===== src/rtl/ysyx_22040750_axi_rd_arbiter_pkg.sv =====
// Shared definitions for the AXI read-channel arbiter and its round-robin picker.
package ysyx_22040750_axi_rd_arbiter_pkg;

   typedef enum logic [2:0] {
      ST_IDLE    = 3'b001,
      ST_AR_SEND = 3'b010,
      ST_R_WAIT  = 3'b100
   } state_t;

   localparam logic [2:0] SIZE_8B  = 3'b011;
   localparam logic       M_ICACHE = 1'b0;
   localparam logic       M_DCACHE = 1'b1;

endpackage


===== src/rtl/ysyx_22040750_axi_rd_arbiter_rr_arb2.sv =====
// Two-way round-robin picker: a lone requester wins, a tie goes to the one not served last.
module ysyx_22040750_rr_arb2 (
   input  logic [1:0] i_req,
   input  logic       i_last_gnt,
   output logic       o_valid,
   output logic       o_gnt
);

   assign o_valid = |i_req;
   assign o_gnt   = (&i_req) ? ~i_last_gnt : i_req[1];

endmodule


===== src/rtl/ysyx_22040750_axi_rd_arbiter.sv =====
// Shares one downstream AXI4 read channel between icache (m0) and dcache/MMIO (m1),
// one transaction at a time, with R beats steered back to the granted master.
module ysyx_22040750_axi_rd_arbiter #(
   parameter int ADDR_W = 32,
   parameter int DATA_W = 64
) (
   input  logic              I_clk,
   input  logic              I_rst_n,
   input  logic              I_m0_arvalid,
   input  logic [ADDR_W-1:0] I_m0_araddr,
   input  logic [7:0]        I_m0_arlen,
   input  logic [2:0]        I_m0_arsize,
   output logic              O_m0_arready,
   output logic [DATA_W-1:0] O_m0_rdata,
   output logic              O_m0_rvalid,
   output logic              O_m0_rlast,
   input  logic              I_m0_rready,
   input  logic              I_m1_arvalid,
   input  logic [ADDR_W-1:0] I_m1_araddr,
   input  logic [7:0]        I_m1_arlen,
   input  logic [2:0]        I_m1_arsize,
   output logic              O_m1_arready,
   output logic [DATA_W-1:0] O_m1_rdata,
   output logic              O_m1_rvalid,
   output logic              O_m1_rlast,
   input  logic              I_m1_rready,
   output logic [ADDR_W-1:0] O_mem_araddr,
   output logic [7:0]        O_mem_arlen,
   output logic [2:0]        O_mem_arsize,
   output logic              O_mem_arvalid,
   input  logic              I_mem_arready,
   input  logic [DATA_W-1:0] I_mem_rdata,
   input  logic              I_mem_rvalid,
   input  logic              I_mem_rlast,
   output logic              O_mem_rready
);

   import ysyx_22040750_axi_rd_arbiter_pkg::*;

   state_t            r_state;
   logic              r_gnt;
   logic              r_last_gnt;
   logic [ADDR_W-1:0] r_araddr;
   logic [7:0]        r_arlen;
   logic [2:0]        r_arsize;
   logic              r_m0_arready;
   logic              r_m1_arready;
   logic              r_mem_arvalid;

   logic              w_req_any;
   logic              w_pick;
   logic              w_in_rwait;
   logic              w_rready_sel;
   logic              w_last_hs;

   ysyx_22040750_rr_arb2 u_rr_arb2 (
      .i_req      ({I_m1_arvalid, I_m0_arvalid}),
      .i_last_gnt (r_last_gnt),
      .o_valid    (w_req_any),
      .o_gnt      (w_pick)
   );

   assign w_in_rwait   = (r_state == ST_R_WAIT);
   assign w_rready_sel = (r_gnt == M_DCACHE) ? I_m1_rready : I_m0_rready;
   assign w_last_hs    = I_mem_rvalid & w_rready_sel & I_mem_rlast;

   always_ff @(posedge I_clk or negedge I_rst_n) begin
      if (!I_rst_n) begin
         r_state       <= ST_IDLE;
         r_gnt         <= M_ICACHE;
         r_last_gnt    <= M_DCACHE;
         r_araddr      <= '0;
         r_arlen       <= '0;
         r_arsize      <= '0;
         r_m0_arready  <= 1'b0;
         r_m1_arready  <= 1'b0;
         r_mem_arvalid <= 1'b0;
      end else begin
         r_m0_arready <= 1'b0;
         r_m1_arready <= 1'b0;
         case (r_state)
            ST_IDLE: begin
               if (w_req_any) begin
                  r_gnt         <= w_pick;
                  r_araddr      <= (w_pick == M_DCACHE) ? I_m1_araddr : I_m0_araddr;
                  r_arlen       <= (w_pick == M_DCACHE) ? I_m1_arlen  : I_m0_arlen;
                  r_arsize      <= (w_pick == M_DCACHE) ? I_m1_arsize : I_m0_arsize;
                  r_m0_arready  <= (w_pick == M_ICACHE);
                  r_m1_arready  <= (w_pick == M_DCACHE);
                  r_mem_arvalid <= 1'b1;
                  r_state       <= ST_AR_SEND;
               end
            end
            ST_AR_SEND: begin
               if (I_mem_arready) begin
                  r_mem_arvalid <= 1'b0;
                  r_state       <= ST_R_WAIT;
               end
            end
            ST_R_WAIT: begin
               // Grant is held until the final beat is actually accepted by the master.
               if (w_last_hs) begin
                  r_last_gnt <= r_gnt;
                  r_state    <= ST_IDLE;
               end
            end
            default: begin
               r_mem_arvalid <= 1'b0;
               r_state       <= ST_IDLE;
            end
         endcase
      end
   end

   assign O_m0_arready  = r_m0_arready;
   assign O_m1_arready  = r_m1_arready;
   assign O_mem_arvalid = r_mem_arvalid;
   assign O_mem_araddr  = r_araddr;
   assign O_mem_arlen   = r_arlen;
   assign O_mem_arsize  = r_arsize;

   // R path is combinational; outside R_WAIT nothing is accepted or forwarded.
   assign O_mem_rready = w_in_rwait & w_rready_sel;
   assign O_m0_rdata   = I_mem_rdata;
   assign O_m1_rdata   = I_mem_rdata;
   assign O_m0_rvalid  = w_in_rwait & (r_gnt == M_ICACHE) & I_mem_rvalid;
   assign O_m1_rvalid  = w_in_rwait & (r_gnt == M_DCACHE) & I_mem_rvalid;
   assign O_m0_rlast   = w_in_rwait & (r_gnt == M_ICACHE) & I_mem_rlast;
   assign O_m1_rlast   = w_in_rwait & (r_gnt == M_DCACHE) & I_mem_rlast;

   a_no_stray_beat: assert property (@(posedge I_clk) disable iff (!I_rst_n)
      I_mem_rvalid |-> (r_state == ST_R_WAIT));

endmodule

===== config.mk =====
export PLATFORM = sky130hd
export DESIGN_NAME = ysyx_22040750_axi_rd_arbiter
export DESIGN_NICKNAME = d
export VERILOG_FILES = /design/src/rtl/ysyx_22040750_axi_rd_arbiter_pkg.sv /design/src/rtl/ysyx_22040750_axi_rd_arbiter_rr_arb2.sv /design/src/rtl/ysyx_22040750_axi_rd_arbiter.sv
export SDC_FILE = /design/constraint.sdc
export NUM_CORES = 1
export LEC_CHECK = 0
export CAP_MARGIN = 25
export CORE_AREA = 2 2 132 134
export CTS_CLUSTER_DIAMETER = 30
export CTS_CLUSTER_SIZE = 12
export DETAILED_ROUTE_END_ITERATION = 8
export DIE_AREA = 0 0 134 136
export GPL_TIMING_DRIVEN = 0
export PLACE_DENSITY = 0.57
export SYNTH_ARGS = -nofsm -noshare
export SYNTH_HDL_FRONTEND = slang
export SYNTH_SLANG_ARGS = --single-unit

===== constraint.sdc =====
create_clock -name I_clk -period 3.2 [get_ports I_clk]
set_input_delay 0.32 -clock I_clk [delete_from_list [all_inputs] [get_ports I_clk]]
set_output_delay 0.32 -clock I_clk [all_outputs]
set_load 0.05 [all_outputs]

==> reports/metrics.cfg <==
[outcome]
status=complete, no violations

[global_route]
grt_pass1_wl_um=17620
grt_pass1_vias=3530
grt_overflow=0
grt_usage=0.1235
antenna_found_initial=0
grt_max_degree=27

[timing]
period_needed_ns=2.767
skew_ns=0.005181
setup_viol=0
period_share=0.8648
timing.slew.headroom=0.3469
rsz0062_at_grt=false
tightestPinTransition_ns=0.9760
clock.fmax_mhz=361.3
setup_tns_ns=0
hold_viol_final=0
drv_slew=0

[clocking]
clk_pin_slew_ns=0.07
cts_resized=0
clk_latency_ns=0.29
tritoncts=yes
cts_setup_buffers=0
numCtsBuffers=5
clk_path_buf_depth=2
numClockSinks=51
cts-root-buf=clkbuf_16
h-tree-depth=2
ctsHoldBuffers=0

[power_and_ir_drop]
p_leak_nw=2.820
powerDensity_nw_per_um2=742.4
ir_worst_vdd_v=0.0003764
swShare=0.5043
p_clk_frac=0.109
pwr-share-comb=0.655
seqPwrFrac=0.236
p_sw_mw=2.466
p_int_mw=2.424
p_total_mw=4.890

[layout]
final_cell_area_sq_um=6588
area_growth_pct=92.58
drive_gt1_frac=0.2345
fin_nets=789
multi_input_area_sq_um=1079
nFillCells=1663
antenna_cells=0
finish.utilization=0.3903
regArea_sq_um=1279

[die]
die_w_um=134
dieArea_sq_um=18220
fp.dieH_um=136
io_pins=338
fp-row-count=48
start_util=0.2027
fp.coreArea_sq_um=16880

[setup_path]
path_max_fanout=10
cp-end-kind=primary output
critPathRequiredTime_ns=2.88
crit_type=flop to primary output
cp-start-kind=flop
critPathArrivalTime_ns=2.45

[synth]
syn_area_per_cell_sq_um=9.802
synth_area_sq_um=3421
yosysTopAreaCell=dfrtp_1
synthFlopType=dfrtp_1
synth-async-reset-ratio=1.000
ys_ff_latch=51
ys_types=32
yosysSeqAreaShare=0.3738
synth-edff-count=0
synth_nets=508
netlist_instances=349
netlist_top_cells_area=dfrtp_1 36%, buf_4 28%, mux2i_1 8.8%, o21ai_0 7.6%, a221o_1 4.1%
synth_top_area_share=0.3584
yosys_warnings=0

[detailed_routing]
post_drt_via_cell_ratio=4.032
initialDrtViolationCount=101
first_pass_iters=4
drc=0
wirelength_um=12190
wire_per_inst_um=14.24
ant_nets=0
num_vias=3451

[placement]
portBuffers=273
dpl.hpwl_um=10010
gp_congestion=0.7768
dpl_cell_area_sq_um=6450

[min_path]
hp-class=primary input to async pin

[run]
maxCapViolations=0

## cells in the final DEF (no fill, tap or decap), types with 2 or more instances in the layout
cell	n
a21oi_1	2
a221o_1	14
and3_1	2
buf_2	2
buf_4	129
buf_6	3
clkbuf_1	16
clkbuf_16	5
clkdlybuf4s50_1	272
dfrtp_1	49
dfstp_2	2
mux2i_1	30
nand2_1	2
nand2b_1	2
nor2_1	5
nor3_1	3
nor3b_1	2
nor4b_1	14
o21ai_0	52
o21ai_1	6
o22a_1	2
or3b_2	3
## power groups by stage
stage          clock (mW)  sequential [mW]  combinational, mW
3_3_place_gp            0             1.15               3.22
4_1_cts             0.549             1.16               3.25
2_1_floorplan           0             2.11               1.12
6_report            0.533             1.15               3.20
3_5_place_dp            0             1.16               3.24
5_1_grt             0.574             1.20               3.38
## path summary, 6_finish.rpt
path | depth (start not counted) | slack (ns) | to | start
worst max-delay path | 4 | 0.43 | O_m0_rlast | r_state[0]$_DFFE_PN1P_
worst min-delay path | 1 | 0.04 | O_mem_araddr[10]$_DFFE_PN0P_ | I_rst_n
worst max register to register | 5 | 1.00 | O_mem_arlen[0]$_DFFE_PN0P_ | r_state[0]$_DFFE_PN1P_
worst min register to register | 2 | 0.52 | O_mem_araddr[4]$_DFFE_PN0P_ | O_mem_araddr[4]$_DFFE_PN0P_
max in group asynchronous | 2 | 2.58 | O_mem_araddr[28]$_DFFE_PN0P_ | I_rst_n
min in group I_clk | 2 | 0.52 | O_mem_araddr[4]$_DFFE_PN0P_ | O_mem_araddr[4]$_DFFE_PN0P_
## layout make-up
class | count | area share
clock buffer | 7 | 0.02013
sequential | 51 | 0.1941
clock inverter | 1 | 0.0007597
buffer | 148 | 0.1614
multi-input combinational | 150 | 0.1637
timing repair buffer | 274 | 0.4171
tap | 225 | 0.04274
## registers in the layout, summed over array words and instances, names as in the netlist
register and cells:
O_mem_araddr 32, O_mem_arlen 8, O_mem_arsize 3, r_state 3, O_m0_arready 1, O_m1_arready 1, O_mem_arvalid 1, r_gnt 1
r_last_gnt 1
## cell families (layout without fill, tap and decap cells)
kind of cell           count (synthesis)  after routing  share of synthesized area
buffers and inverters                148            430                     0.3109
muxes                                 31             31                    0.09108
AOI/OAI and AO/OA                     82             82                     0.1481
DFF                                   51             51                     0.3738
and+or+nand+nor                       37             37                    0.07608
## per-stage QoR
| stage | hold slack (ns) | cells | setup slack [ns] |
|---|---|---|---|
| finish | 0.03720 | 856 | 0.4325 |
| floorplan | 0.02441 | 349 | 0.6647 |
| global placement | 0.4930 | 847 | 0.2380 |
| CTS | 0.06480 | 856 | 0.4251 |
| detailed placement | 0.3803 | 848 | 0.5159 |
| global route | 0.08563 | 856 | 0.2988 |
## Yosys cell counts (3+ instances only)
cell type	count
buf_4	129
a221o_1	14
or3b_2	3
mux2i_1	30
nor3_1	3
o21ai_1	6
dfrtp_1	49
nor2_1	5
nor4b_1	14
clkbuf_1	14
o21ai_0	52
buf_6	3
## routing by layer
| metal | part of all wire | global-route usage | vias to the layer above | wire, um |
|---|---|---|---|---|
| met3 | 0.092 | 0.03952 | 11 | 1118 |
| met1 | 0.37 | 0.1325 | 1604 | 4489 |
| met4 | 0.015 | 0.03546 | 0 | 184 |
| met2 | 0.52 | 0.2316 | 184 | 6394 |
| met5 | 0 | 0 | - | 0 |
| li1 | - | - | 1652 | - |
## worst max-delay path: stages, from the launching register on
cell             delay (ns)
dfstp_2                0.37
clkbuf_1               0.19
or3b_2                 0.56
nor3b_1                0.21
clkdlybuf4s50_1        0.83
Note: power is estimated with default switching activity, not from simulation.
